===== src/rtl/spi_arb.sv =====
// Two-requester arbiter (INR high prio, A2D low prio) in front of one 16-bit SPI master.
// Latency: request pulse to wrt_o is 2 cycles; done_i to requester done pulse is 1 cycle.
// Backpressure: one pending slot per requester; a request while that slot is full is dropped and flagged on ovr_o.
//
// Ports:
//   clk_i, rst_n_i            clock, async active-low reset
//   inr_req_i / inr_cmd_i     INR request pulse + command word
//   inr_done_o / inr_resp_o   INR completion pulse + held response word
//   a2d_req_i / a2d_cmd_i     A2D request pulse + command word
//   a2d_done_o / a2d_resp_o   A2D completion pulse + held response word
//   wrt_o / cmd_o             start pulse + command to the SPI master
//   done_i / rd_data_i        SPI master completion pulse + read data
//   ovr_o                     dropped-request pulse
//   err_o                     timeout-abort pulse
// Optional feature: define SPI_ARB_TIMEOUT_EN to abort a transaction stuck in WAIT after
// TIMEOUT_CYC cycles (owner gets 16'hDEAD plus a done pulse, err_o pulses). Without it err_o is 0.
module spi_arb #(
  parameter int STARVE_MAX  = 4,
  parameter int TIMEOUT_CYC = 1024
) (
  input  logic        clk_i,
  input  logic        rst_n_i,
  input  logic        inr_req_i,
  input  logic [15:0] inr_cmd_i,
  output logic        inr_done_o,
  output logic [15:0] inr_resp_o,
  input  logic        a2d_req_i,
  input  logic [15:0] a2d_cmd_i,
  output logic        a2d_done_o,
  output logic [15:0] a2d_resp_o,
  output logic        wrt_o,
  output logic [15:0] cmd_o,
  input  logic        done_i,
  input  logic [15:0] rd_data_i,
  output logic        ovr_o,
  output logic        err_o
);

  localparam logic [1:0] ST_IDLE    = 2'd0;
  localparam logic [1:0] ST_LAUNCH  = 2'd1;
  localparam logic [1:0] ST_WAIT    = 2'd2;
  localparam logic [1:0] ST_RELEASE = 2'd3;

  localparam logic OWN_INR = 1'b0;
  localparam logic OWN_A2D = 1'b1;

  localparam logic [3:0] STARVE_LIM = 4'(STARVE_MAX);

  logic [1:0]  state_q, state_d;
  logic        owner_q, owner_d;
  logic        pend_inr_q, pend_inr_d;
  logic        pend_a2d_q, pend_a2d_d;
  logic [15:0] cmd_inr_q, cmd_inr_d;
  logic [15:0] cmd_a2d_q, cmd_a2d_d;
  logic [15:0] cmd_q, cmd_d;
  logic [15:0] inr_resp_q, inr_resp_d;
  logic [15:0] a2d_resp_q, a2d_resp_d;
  logic        inr_done_q, inr_done_d;
  logic        a2d_done_q, a2d_done_d;
  logic        ovr_q, ovr_d;
  logic [3:0]  starve_q, starve_d;

  logic        tmo_hit;
  logic        finish;
  logic [15:0] fin_data;
  logic        clr_inr;
  logic        clr_a2d;
  logic        pick_a2d;

  // A transaction ends on done_i, or on timeout when that feature is built in.
  // A real done in the same cycle as the timeout wins and delivers real data.
  assign finish   = (state_q == ST_WAIT) && (done_i || tmo_hit);
  assign fin_data = done_i ? rd_data_i : 16'hDEAD;
  assign clr_inr  = finish && (owner_q == OWN_INR);
  assign clr_a2d  = finish && (owner_q == OWN_A2D);

  // A2D only overtakes a pending INR once INR has won STARVE_MAX times in a row.
  assign pick_a2d = pend_a2d_q && (!pend_inr_q || (starve_q == STARVE_LIM));

  always_comb begin
    state_d    = state_q;
    owner_d    = owner_q;
    pend_inr_d = pend_inr_q;
    pend_a2d_d = pend_a2d_q;
    cmd_inr_d  = cmd_inr_q;
    cmd_a2d_d  = cmd_a2d_q;
    cmd_d      = cmd_q;
    inr_resp_d = inr_resp_q;
    a2d_resp_d = a2d_resp_q;
    inr_done_d = 1'b0;
    a2d_done_d = 1'b0;
    ovr_d      = 1'b0;
    starve_d   = starve_q;

    // Completion clears the pending slot; a request in the same cycle refills it.
    if (clr_inr) pend_inr_d = 1'b0;
    if (clr_a2d) pend_a2d_d = 1'b0;

    if (inr_req_i) begin
      if (!pend_inr_q || clr_inr) begin
        pend_inr_d = 1'b1;
        cmd_inr_d  = inr_cmd_i;
      end else begin
        ovr_d = 1'b1;
      end
    end

    if (a2d_req_i) begin
      if (!pend_a2d_q || clr_a2d) begin
        pend_a2d_d = 1'b1;
        cmd_a2d_d  = a2d_cmd_i;
      end else begin
        ovr_d = 1'b1;
      end
    end

    case (state_q)
      ST_IDLE: begin
        if (pend_inr_q || pend_a2d_q) begin
          state_d = ST_LAUNCH;
          if (pick_a2d) begin
            owner_d  = OWN_A2D;
            cmd_d    = cmd_a2d_q;
            starve_d = 4'd0;
          end else begin
            owner_d = OWN_INR;
            cmd_d   = cmd_inr_q;
            if (pend_a2d_q && (starve_q != STARVE_LIM)) starve_d = starve_q + 4'd1;
          end
        end
      end
      ST_LAUNCH: begin
        state_d = ST_WAIT;
      end
      ST_WAIT: begin
        if (finish) begin
          state_d = ST_RELEASE;
          if (owner_q == OWN_INR) begin
            inr_resp_d = fin_data;
            inr_done_d = 1'b1;
          end else begin
            a2d_resp_d = fin_data;
            a2d_done_d = 1'b1;
          end
        end
      end
      default: begin
        state_d = ST_IDLE;
      end
    endcase
  end

  always_ff @(posedge clk_i or negedge rst_n_i) begin
    if (!rst_n_i) begin
      state_q    <= ST_IDLE;
      owner_q    <= OWN_INR;
      pend_inr_q <= 1'b0;
      pend_a2d_q <= 1'b0;
      cmd_inr_q  <= 16'h0000;
      cmd_a2d_q  <= 16'h0000;
      cmd_q      <= 16'h0000;
      inr_resp_q <= 16'h0000;
      a2d_resp_q <= 16'h0000;
      inr_done_q <= 1'b0;
      a2d_done_q <= 1'b0;
      ovr_q      <= 1'b0;
      starve_q   <= 4'd0;
    end else begin
      state_q    <= state_d;
      owner_q    <= owner_d;
      pend_inr_q <= pend_inr_d;
      pend_a2d_q <= pend_a2d_d;
      cmd_inr_q  <= cmd_inr_d;
      cmd_a2d_q  <= cmd_a2d_d;
      cmd_q      <= cmd_d;
      inr_resp_q <= inr_resp_d;
      a2d_resp_q <= a2d_resp_d;
      inr_done_q <= inr_done_d;
      a2d_done_q <= a2d_done_d;
      ovr_q      <= ovr_d;
      starve_q   <= starve_d;
    end
  end

`ifdef SPI_ARB_TIMEOUT_EN
  // Counter is at least 11 bits so the default 1024-cycle limit fits.
  localparam int TW = (TIMEOUT_CYC < 1024) ? 11 : $clog2(TIMEOUT_CYC) + 1;

  logic [TW-1:0] tmo_q, tmo_d;
  logic          err_q, err_d;

  // Counts WAIT cycles; hit on the TIMEOUT_CYC-th WAIT cycle.
  assign tmo_hit = (tmo_q == TW'(TIMEOUT_CYC - 1));

  always_comb begin
    tmo_d = tmo_q;
    if (state_q == ST_LAUNCH)    tmo_d = '0;
    else if (state_q == ST_WAIT) tmo_d = tmo_q + TW'(1);
    err_d = (state_q == ST_WAIT) && tmo_hit && !done_i;
  end

  always_ff @(posedge clk_i or negedge rst_n_i) begin
    if (!rst_n_i) begin
      tmo_q <= '0;
      err_q <= 1'b0;
    end else begin
      tmo_q <= tmo_d;
      err_q <= err_d;
    end
  end

  assign err_o = err_q;
`else
  logic unused_tmo_cfg;
  assign unused_tmo_cfg = ^TIMEOUT_CYC;
  assign tmo_hit        = 1'b0;
  assign err_o          = 1'b0;
`endif

  assign wrt_o      = (state_q == ST_LAUNCH);
  assign cmd_o      = cmd_q;
  assign inr_done_o = inr_done_q;
  assign inr_resp_o = inr_resp_q;
  assign a2d_done_o = a2d_done_q;
  assign a2d_resp_o = a2d_resp_q;
  assign ovr_o      = ovr_q;

endmodule

===== config.mk =====
export PLATFORM = sky130hd
export DESIGN_NAME = spi_arb
export DESIGN_NICKNAME = d
export VERILOG_FILES = /design/src/rtl/spi_arb.sv
export SDC_FILE = /design/constraint.sdc
export NUM_CORES = 1
export LEC_CHECK = 0
export CORE_ASPECT_RATIO = 1.75
export CORE_UTILIZATION = 53
export CTS_BUF_LIST = sky130_fd_sc_hd__clkbuf_4
export CTS_CLUSTER_DIAMETER = 80
export DETAILED_ROUTE_END_ITERATION = 10
export MAX_ROUTING_LAYER = met4
export PLACE_DENSITY_LB_ADDON = 0.3
export SYNTH_ARGS = -nofsm -noshare
export SYNTH_HDL_FRONTEND = slang
export SYNTH_SLANG_ARGS = --single-unit

===== constraint.sdc =====
create_clock -name clk_i -period 2.5 [get_ports clk_i]
set_clock_uncertainty 0.05 [all_clocks]
set_input_delay 0.375 -clock clk_i [delete_from_list [all_inputs] [get_ports clk_i]]
set_output_delay 0.375 -clock clk_i [all_outputs]
set_load 0.01 [all_outputs]

# Word-level counts from Yosys, hierarchy flattened
# Cells that the tools add are included.
dict set report word_totals {
  ff_bits 92
  wordCells 65
}
dict set report classes {
  addsub 1
  eq_ne 6
  muxes 24
  bitwise 1
  reduce_logical 20
}
# op count
set op_table {}
lappend op_table {{$mux W16} 2}
lappend op_table {{$mux W1} 17}
lappend op_table {{$reduce_and A3 Y1} 3}
lappend op_table {{$mux W4} 2}
lappend op_table {{$reduce_and A2 Y1} 4}
lappend op_table {{$pmux W2 S3} 1}
lappend op_table {{$logic_and A1 B1 Y1} 5}
lappend op_table {{$add A4 B1 Y4 const B} 1}
lappend op_table {{$eq A4 B3 Y1 const B} 1}
lappend op_table {{$logic_or A1 B1 Y1} 4}
lappend op_table {{$mux W2} 2}
lappend op_table {{$ne A2 B2 Y1 const B} 2}
lappend op_table {{$ne A4 B3 Y1 const B} 1}
lappend op_table {{$eq A2 B1 Y1 const B} 1}
lappend op_table {{$eq A2 B2 Y1 const B} 1}
lappend op_table {{$logic_not A1 Y1} 2}
lappend op_table {{$logic_not A2 Y1} 1}
lappend op_table {{$reduce_bool A2 Y1} 1}
lappend op_table {{$not A1 Y1} 1}

# Depth between registers and ports, before layout
dict set report depth {
  word_depth 8
  depth_mapped 7
  ltp_nobuf 5
}

# Worst setup path before layout
# OpenSTA, ideal clock, no wires.
dict set report synth_path {
  path_type {register to register}
  startpoint {reg state_q[0]}
  endpoint {reg cmd_inr_q[10]}
  t_arrival_ns 1.552
  required_ns 2.325
  slack_ns 0.773
  stages_incl_launch_ff 7
  cell_sequence {dfrtp_1 -> inv_1 -> ha_1 -> nand3b_1 -> a21boi_4 -> buf_6 -> mux2_2}
}
dict set report synth_via {
  elab_chain_cells 5
}
# item line_no
set synth_rtl {}
lappend synth_rtl {{start: declaration} 49} ;# logic [1:0] state_q, state_d;
lappend synth_rtl {{start signal: assignment} 169} ;# state_q <= state_d;
lappend synth_rtl {{$eq A2 B2 Y1} 72} ;# assign finish = (state_q == ST_WAIT) && (done_i || tmo_hit);
lappend synth_rtl {{$logic_and A1 B1 Y1} 72}
lappend synth_rtl {{$logic_and A1 B1 Y1} 74} ;# assign clr_inr = finish && (owner_q == OWN_INR);
lappend synth_rtl {{$logic_or A1 B1 Y1} 100} ;# if (!pend_inr_q || clr_inr) begin
lappend synth_rtl {{$reduce_and A2 Y1 (no source line)} -}
lappend synth_rtl {{end signal: assignment} 173} ;# cmd_inr_q <= cmd_inr_d;
lappend synth_rtl {{end: declaration} 53} ;# logic [15:0] cmd_inr_q, cmd_inr_d;
# No other way between the ends.
# A chain may end at the register's enable or synchronous reset.

# Final worst setup path
dict set report layout_path {
  startpoint {reg state_q[1]}
  endpoint {out wrt_o}
}
dict set report layout_via {
  elab_chain_cells 1
}
# item line_no
set layout_rtl {}
lappend layout_rtl {{$eq A2 B1 Y1} 220} ;# assign wrt_o = (state_q == ST_LAUNCH);
lappend layout_rtl {{end: declaration} 31} ;# output logic wrt_o,
# No other way between the ends.

==> impl_metrics.json <==
{
  "critPathArrivalTime_ps": 1620,
  "ys.warnings.count": 0,
  "wl_per_cell_um": 17.6,
  "via_per_inst": 5.52,
  "synthToLayoutAreaGrowth_pct": 33.4,
  "grt_overflow_total": 0,
  "cts_setup_buffers": 0,
  "p_sw_share_pct": 33.5,
  "final_cell_mix": "clkdlybuf4s50_1, dfrtp_1, mux2_2",
  "firstDrtPassIters": 5,
  "netlist_area_sq_um": 3840,
  "ys_seq_area_share_pct": 60.0,
  "num_vias": 2659,
  "cts-root-buf": "clkbuf_4",
  "synth.avg_cell_area_sq_um": 13.3,
  "drtAntennaViolNets": 0,
  "status": "finished clean",
  "coreArea_sq_um": 6960,
  "postCtsResizedCells": 0,
  "drc": 0,
  "pin_count": 106,
  "clock_latency_ps": 440,
  "path_clk_slew_ps": 150,
  "synth-seq-cells": 92,
  "critPathLaunchType": "flip-flop",
  "critPathMaxStageDelay_ps": 530,
  "fmax_mhz": 490,
  "syn-num-nets": 347,
  "path_cells": "inv_1 > ha_1 > clkdlybuf4s50_1",
  "cts_tree": "built",
  "crit_required_ps": 2080,
  "drt_iter0_drc": 155,
  "worst_r2r_path_depth": 5,
  "placed_area_sq_um": 4930,
  "ir_worst_vdd_mv": 0.721,
  "drv_slew": 0,
  "crit_path_max_fanout": 4,
  "share_comb_of_total_power_pct": 43.5,
  "mostFrequentLayoutCell": "clkdlybuf4s50_1",
  "crit_type": "reg -> out",
  "holdBufCountCts": 1,
  "post-place-ws_ps": 302,
  "io_buffers": 104,
  "instances_no_fill": 482,
  "setup_slack_ps": 459,
  "hold_viol": 0,
  "cp_slowest_cell": "clkdlybuf4s50_1",
  "nNetsFinal": 452,
  "clockPowerShare_pct": 15.6,
  "grt_pass1_wl_um": 13800,
  "htreeDepth": 3,
  "fin_crit_ps": 2040,
  "setup_viol": 0,
  "powerDensity_nw_per_um2": 1250,
  "dp.cells": 465,
  "rows": 40,
  "period_share_pct": 81.6,
  "grt_max_degree": 56,
  "gp_congestion": 0.856,
  "synth_cell_types": 32,
  "drv_cap": 0,
  "wirelength_um": 8500,
  "antenna_found_initial": 0,
  "die_area_sq_um": 7600,
  "cts_sinks": 92,
  "insertedDiodeCount": 0,
  "die_y_um": 115,
  "dieWidth_um": 66.3,
  "tightest_slew_ps": 668,
  "dp_hpwl_um": 6190,
  "min_path_type": "in -> async",
  "final_area_sq_um": 5120,
  "p_switching_mw": 2.15,
  "fillers": 492,
  "start_util_pct": 55.2,
  "setup-tns-final_ps": 0,
  "slew_headroom_pct": 55.2,
  "rsz0062_at_grt": "no",
  "first_global_vias": 2837,
  "cts_buffers": 9,
  "power_leakage_nw": 2.19,
  "endpoint_kind": "primary output",
  "seq_power_share_pct": 40.9,
  "clockBufferDepth": 2,
  "internal_power_mw": 4.26,
  "grt_use_total_pct": 25.8,
  "synth_cells": 288,
  "layout-drive-gt1-share_pct": 22.9
}
[final timing paths]
check                           slack, ps             to           from
min in group clk_i                    470  inr_resp_o[8]  inr_resp_o[8]
max in group asynchronous            1350   cmd_inr_q[3]        rst_n_i
worst max register to register        480   cmd_a2d_q[0]     state_q[0]
worst min-delay path                  380    starve_q[2]        rst_n_i
worst min register to register        470  inr_resp_o[8]  inr_resp_o[8]
worst max-delay path                  460          wrt_o     state_q[1]
[layout make-up]
class	instances	area [sq um]	area share, %
Inverter	8	30.0	0.587
Sequential cell	92	2300	45.0
Clock buffer	9	67.6	1.32
Multi-Input combinational cell	171	1390	27.2
Clock inverter	7	114	2.22
Timing Repair Buffer	111	1110	21.6
Tap cell	84	105	2.05
[Yosys cell counts (all sizes together)]
master,instances,area (sq um)
mux2,65,732
nand2b,1,6.26
nand4,17,106
a22o,1,8.76
a21oi,1,5.00
conb,1,3.75
and2,1,6.26
a31oi,1,6.26
a21bo,1,10.0
buf,14,100
a21o,2,15.0
clkbuf,3,11.3
dfrtp,92,2300
nand3b,2,15.0
o22ai,2,12.5
nor2,1,3.75
o21bai,1,7.51
ha,6,75.1
o311ai,1,8.76
mux2i,1,10.0
nand4b,1,8.76
nand2,38,143
o21a,1,7.51
o211ai,16,120
a21boi,2,37.5
nand3,5,25.0
inv,8,30.0
nor2b,1,6.26
o21ai,2,13.8
[power by group through the flow]
| stage | sequential [mW] | combinational, mW | clock [mW] |
|---|---|---|---|
| finish | 2.62 | 2.79 | 0.999 |
| global route | 2.71 | 3.03 | 1.08 |
| CTS | 2.62 | 2.82 | 1.02 |
| detailed placement | 2.65 | 2.80 | 0 |
| global placement | 2.61 | 2.70 | 0 |
| floorplan | 2.73 | 1.43 | 0 |
[registers in the layout, summed over array words and instances (netlist names)]
signal and flops:
a2d_resp_o 16, cmd_a2d_q 16, cmd_inr_q 16, cmd_o 16, inr_resp_o 16, starve_q 4, state_q 2, a2d_done_o 1
inr_done_o 1, ovr_o 1, owner_q 1, pend_a2d_q 1, pend_inr_q 1
[cell families (layout without fill, tap and decap cells)]
kind of cell / after synthesis / in the layout / synth area share [%]
flops: 92 / 92 / 60.0
simple gates: 67 / 67 / 8.35
mux: 66 / 66 / 19.3
compound gates: 31 / 31 / 6.59
buf+inv: 25 / 135 / 3.68
fa+ha+maj: 6 / 6 / 1.96
other cells: 1 / 1 / 0.0977
[worst max-delay path, delay by kind of cell (launching register included)]
kind	cells	cell delay (ps)
buffers and inverters	2	620
flip-flops	1	430
adder cells (fa/ha/maj)	1	140
[through the flow]
step | util [%] | power, mW | hold WS [ps]
finish | 73.6 | 6.41 | 377
floorplan | - | 4.15 | 29.4
detailed placement | 70.8 | 5.45 | 328
global placement | 70.8 | 5.31 | 322
global route | 73.6 | 6.82 | 395
CTS | 73.6 | 6.46 | 361
[layer usage]
layer	GRT usage, %	routed length, um	vias up
li1	-	-	1226
met1	30.5	3330	1311
met2	40.9	4420	105
met3	5.68	479	17
met4	13.0	257	0
met5	-	0	-
Note: power is estimated with default switching activity, not from simulation.
